### config.mk
export PLATFORM = sky130hd
export DESIGN_NAME = math_product_accumulator
export DESIGN_NICKNAME = d
export VERILOG_FILES = /design/src/rtl/math_product_accumulator.sv
export SDC_FILE = /design/constraint.sdc
export NUM_CORES = 1
export LEC_CHECK = 0
export ABC_AREA = 1
export CORE_MARGIN = 4
export CORE_UTILIZATION = 48
export DETAILED_ROUTE_END_ITERATION = 16
export GPL_ROUTABILITY_DRIVEN = 1
export PLACE_DENSITY_LB_ADDON = 0.3
export RECOVER_POWER = 100
export SLEW_MARGIN = 15
export SYNTH_ARGS = -nofsm -noshare
export SYNTH_HDL_FRONTEND = slang
export SYNTH_SLANG_ARGS = --single-unit
### constraint.sdc
create_clock -name i_clk -period 1.8 [get_ports i_clk]
set_input_delay 0.36 -clock i_clk [delete_from_list [all_inputs] [get_ports i_clk]]
set_output_delay 0.36 -clock i_clk [all_outputs]
set_load 0.05 [all_outputs]
### src/rtl/math_product_accumulator.sv
// Sequential multiply-accumulate back end: sums a programmed number of unsigned products.
// Define MATH_ACC_SATURATE_EN to clamp the accumulator on overflow instead of wrapping.
module math_product_accumulator #(
    parameter int unsigned N     = 4,
    parameter int unsigned ACC_W = 2 * N + 8,
    parameter int unsigned CNT_W = 8
) (
    input  logic               i_clk,
    input  logic               i_rst_n,
    input  logic               i_start,
    input  logic [CNT_W-1:0]   i_count,
    input  logic               i_prod_valid,
    output logic               o_prod_ready,
    input  logic [2*N-1:0]     i_product,
    output logic               o_result_valid,
    input  logic               i_result_ready,
    output logic [ACC_W-1:0]   o_result,
    output logic               o_overflow,
    output logic               o_busy,
    output logic [CNT_W-1:0]   o_term_cnt
);

    typedef enum logic [1:0] {StIdle, StAccum, StDone} state_e;

    state_e             state_q, state_d;
    logic [ACC_W-1:0]   acc_q, acc_d;
    logic [ACC_W-1:0]   result_q, result_d;
    logic               ovf_q, ovf_d;
    logic [CNT_W-1:0]   term_cnt_q, term_cnt_d;
    logic [CNT_W-1:0]   remaining_q, remaining_d;

    logic [ACC_W:0]     prod_ext;
    logic [ACC_W:0]     sum;
    logic [ACC_W-1:0]   acc_next;

    assign prod_ext = (ACC_W + 1)'(i_product);
    assign sum      = {1'b0, acc_q} + prod_ext;

`ifdef MATH_ACC_SATURATE_EN
    // Once clamped, stay clamped for the remainder of the run.
    assign acc_next = (sum[ACC_W] || ovf_q) ? {ACC_W{1'b1}} : sum[ACC_W-1:0];
`else
    assign acc_next = sum[ACC_W-1:0];
`endif

    always_comb begin
        state_d     = state_q;
        acc_d       = acc_q;
        result_d    = result_q;
        ovf_d       = ovf_q;
        term_cnt_d  = term_cnt_q;
        remaining_d = remaining_q;
        unique case (state_q)
            StIdle: begin
                if (i_start) begin
                    acc_d      = '0;
                    ovf_d      = 1'b0;
                    term_cnt_d = '0;
                    if (i_count != '0) begin
                        remaining_d = i_count;
                        state_d     = StAccum;
                    end else begin
                        result_d = '0;
                        state_d  = StDone;
                    end
                end
            end
            StAccum: begin
                // Ready is high throughout this state, so valid alone marks a handshake.
                if (i_prod_valid) begin
                    acc_d       = acc_next;
                    ovf_d       = ovf_q | sum[ACC_W];
                    term_cnt_d  = term_cnt_q + CNT_W'(1);
                    remaining_d = remaining_q - CNT_W'(1);
                    if (remaining_q == CNT_W'(1)) begin
                        result_d = acc_next;
                        state_d  = StDone;
                    end
                end
            end
            StDone: begin
                if (i_result_ready) begin
                    state_d = StIdle;
                end
            end
            default: state_d = StIdle;
        endcase
    end

    always_ff @(posedge i_clk or negedge i_rst_n) begin
        if (!i_rst_n) begin
            state_q     <= StIdle;
            acc_q       <= '0;
            result_q    <= '0;
            ovf_q       <= 1'b0;
            term_cnt_q  <= '0;
            remaining_q <= '0;
        end else begin
            state_q     <= state_d;
            acc_q       <= acc_d;
            result_q    <= result_d;
            ovf_q       <= ovf_d;
            term_cnt_q  <= term_cnt_d;
            remaining_q <= remaining_d;
        end
    end

    assign o_prod_ready   = (state_q == StAccum);
    assign o_result_valid = (state_q == StDone);
    assign o_busy         = (state_q != StIdle);
    assign o_result       = result_q;
    assign o_overflow     = ovf_q;
    assign o_term_cnt     = term_cnt_q;

endmodule

==> reports/results.tsv <==
stage	metric	value	unit
worst_setup_path	cpPeakStageDelay	0.38	ns
power	power.leakage	0.002045	uW
timing	post-route-period-util	0.9575	
clock_tree	cts_buffers	5	
synth	ys_types	34	
place	portBuffers	48	
clock_tree	cts_tree	yes	
power	powerDensity	1440	nW/um^2
global_routing	grt_pass1_wl	12.26	mm
clock_tree	cts.sinks	51	
synth	async_flop_share	1.000	
synth	ys_warn_count	0	
worst_setup_path	critPathLaunchType	register	
worst_setup_path	rr_startpoint	acc_q[0]	
routing	vias	2961	
floorplan	die_h	87.85	um
synth	syn-cell-area	3060	sq um
floorplan	die_width	87.85	um
floorplan	initial_utilization	0.5050	
floorplan	core	6061	sq um
status	status	finished, final reports clean	
finish	final_common_cell	nand2_1	
finish	layout-drive-gt1-share	0.1737	
finish	fin_area	3971	sq um
timing	setup_viol	0	
clock_tree	path_clk_slew	0.10	ns
power	ir_drop	0.9000	mV
finish	syn2layout_area_growth	29.76	%
min_path	min_path_type	in2async	
flow_run	drv_cap	0	
finish	utilization	0.6552	
timing	fin_worst_skew	0.006659	ns
clock_tree	htreeDepth	2	
floorplan	rows	28	
clock_tree	worstSkewPairLatency	0.31	ns
timing	relSlewSlack	0.1500	
clock_tree	cts.path.max_buffers	2	
timing	setup-tns-final	0	ns
clock_tree	cts_hold_buf	0	
worst_setup_path	r2r_cells	12	
finish	nets	533	
clock_tree	cts-root-buf	clkbuf_8	
floorplan	io_pins	49	
worst_setup_path	worst-path-max-fanout	4	
worst_setup_path	cp.arrival	1.96	ns
global_routing	antenna_found_initial	0	
synth	synth_edf_count	0	
timing	drv_slew	0	
global_routing	grt_max_degree	52	
routing	drtAntennaViolNets	0	
place	dp_hpwl	5.395	mm
finish	nFillCells	546	
synth	synth-main-ff-cell	dfrtp_1	
worst_setup_path	cp-end-kind	register	
worst_setup_path	path_cells	ha_2 > inv_2 > fa_2 > inv_2 > nand3_2 > nand3_2 > nand2_2 > nand2_2 > nand2_1 > nand2_1 > nand3_2 > o21ai_1	
synth	seq_area_frac_synth	0.4170	
global_routing	grt_pass1_vias	2784	
routing	route.detailed.drc	0	
routing	viasPerCell	5.141	
synth	synthCells	420	
routing	dr.pass1.iters	4	
timing	hold_ws	0.4062	ns
routing	wl_per_cell	12.95	um
finish	n_antenna_cell	0	
timing	tightest_slew	1.275	ns
worst_setup_path	cpMostUsedCell	nand3_2	
floorplan	die_area	7718	sq um
finish	final_cell_mix	nand2_1, inv_1, dfrtp_1, nor2_1, buf_4	
finish	multi_input_area	1638	sq um
worst_setup_path	path_class	reg2reg	
synth	ys_ff_latch	51	
worst_setup_path	rrSetupSlack	0.08	ns
synth	syn_nets	453	
global_routing	grt_overflow	0	
timing	finalHoldViolCount	0	
timing	fmax	580.2	MHz
timing	rsz0062_at_grt	true	
finish	seqCellArea	1276	sq um
worst_setup_path	cp.required	2.04	ns
place	dpl_cell_area	3810	sq um
global_routing	track_usage	0.2004	
routing	drt-total-wl	7.458	mm
timing	fin_crit	1.724	ns
place	gp_congestion	0.9296	
synth	avgSynthCellArea	7.287	sq um
worst_setup_path	reg2reg_to	acc_q[12]	
routing	drt_iter0_markers	187	
worst_setup_path	crit_slowest_cell	dfrtp_1	
per-stage QoR:
stage               power [uW]  cells  setup WS, ns
finish                    5720    576       0.07643
global placement          4653    566       -0.5113
global route              6167    576      -0.08043
floorplan                 3630    420       0.07832
CTS                       5718    574       0.02472
detailed placement        4716    566       -0.5466
critical path, delay by kind of cell (launching register included):
kind                     cells  cell delay (ns)
adder cells (fa/ha/maj)      2             0.54
flip-flops                   1             0.38
AND/OR/NAND/NOR              7             0.49
AO/OA/AOI/OAI                1             0.13
buffers and inverters        2             0.12
how the worst max path moves through the flow:
stage | from | to | slack [ns] | depth (start not counted)
floorplan | i_product[0] | acc_q[12] | 0.08 | 12
global placement | i_product[0] | acc_q[12] | -0.51 | 13
detailed placement | i_product[0] | acc_q[12] | -0.55 | 13
CTS | state_q[1] | o_prod_ready | 0.02 | 5
global route | acc_q[0] | acc_q[12] | -0.08 | 12
finish | acc_q[0] | acc_q[12] | 0.08 | 12
final cells by class:
cell class / instances / area share
multi-input cells: 303 / 0.4124
flip-flops and latches: 51 / 0.3214
inverters: 56 / 0.05325
clock buffers: 5 / 0.01733
clock inverters: 3 / 0.01796
repair buffers: 83 / 0.1541
well taps: 75 / 0.02363
state kept, by name, indices dropped and copies added (netlist names):
name and cells:
acc_q 16, o_result 16, o_term_cnt 8, remaining_q 8, state_q 2, o_overflow 1
synthesized netlist by cell type, drive strengths merged, types with 4 or more instances:
library cell  count  area share
clkbuf            4      0.0049
nand3            25       0.041
nor2             32       0.043
a21oi            14       0.023
ha               11       0.045
o21ai            35       0.062
or2               5       0.010
inv              55       0.067
buf               6       0.015
nand2           141        0.18
dfrtp            51        0.42
nand4            17       0.035
o22ai             4      0.0082
nor3              5      0.0082
timing repair:
item | CTS | global route
pin swaps | 3 | 12
setup buffers | 0 | 2
gates resized for setup | 7 | 30
endpoints found under the setup margin | 16 | 26
where the power goes:
group	total [uW]	switching [uW]	internal (uW)
clock	980	416	565
sequential	1660	229	1440
combinational	3080	2000	1080
total	5720	2640	3080
cells by family (layout without fill, tap and decap cells):
logic type               count (synthesis)  after routing  synth area share
AND/OR/NAND/NOR                        230            230            0.3291
buffers and inverters                   66            147           0.08871
AO/OA/AOI/OAI                           58             58            0.1051
flip-flops                              51             51            0.4170
adder cells (fa/ha/maj)                 12             12           0.05151
XOR/XNOR                                 3              3          0.008587
per-layer routing:
| metal | GRT usage | routed length, um | vias to the layer above |
|---|---|---|---|
| met5 | 0 | 0 | - |
| li1 | - | - | 1515 |
| met2 | 0.3596 | 3904 | 70 |
| met3 | 0.03104 | 331 | 9 |
| met4 | 0.05300 | 94 | 0 |
| met1 | 0.2504 | 3127 | 1367 |
Power figures use the tool's default switching activity.
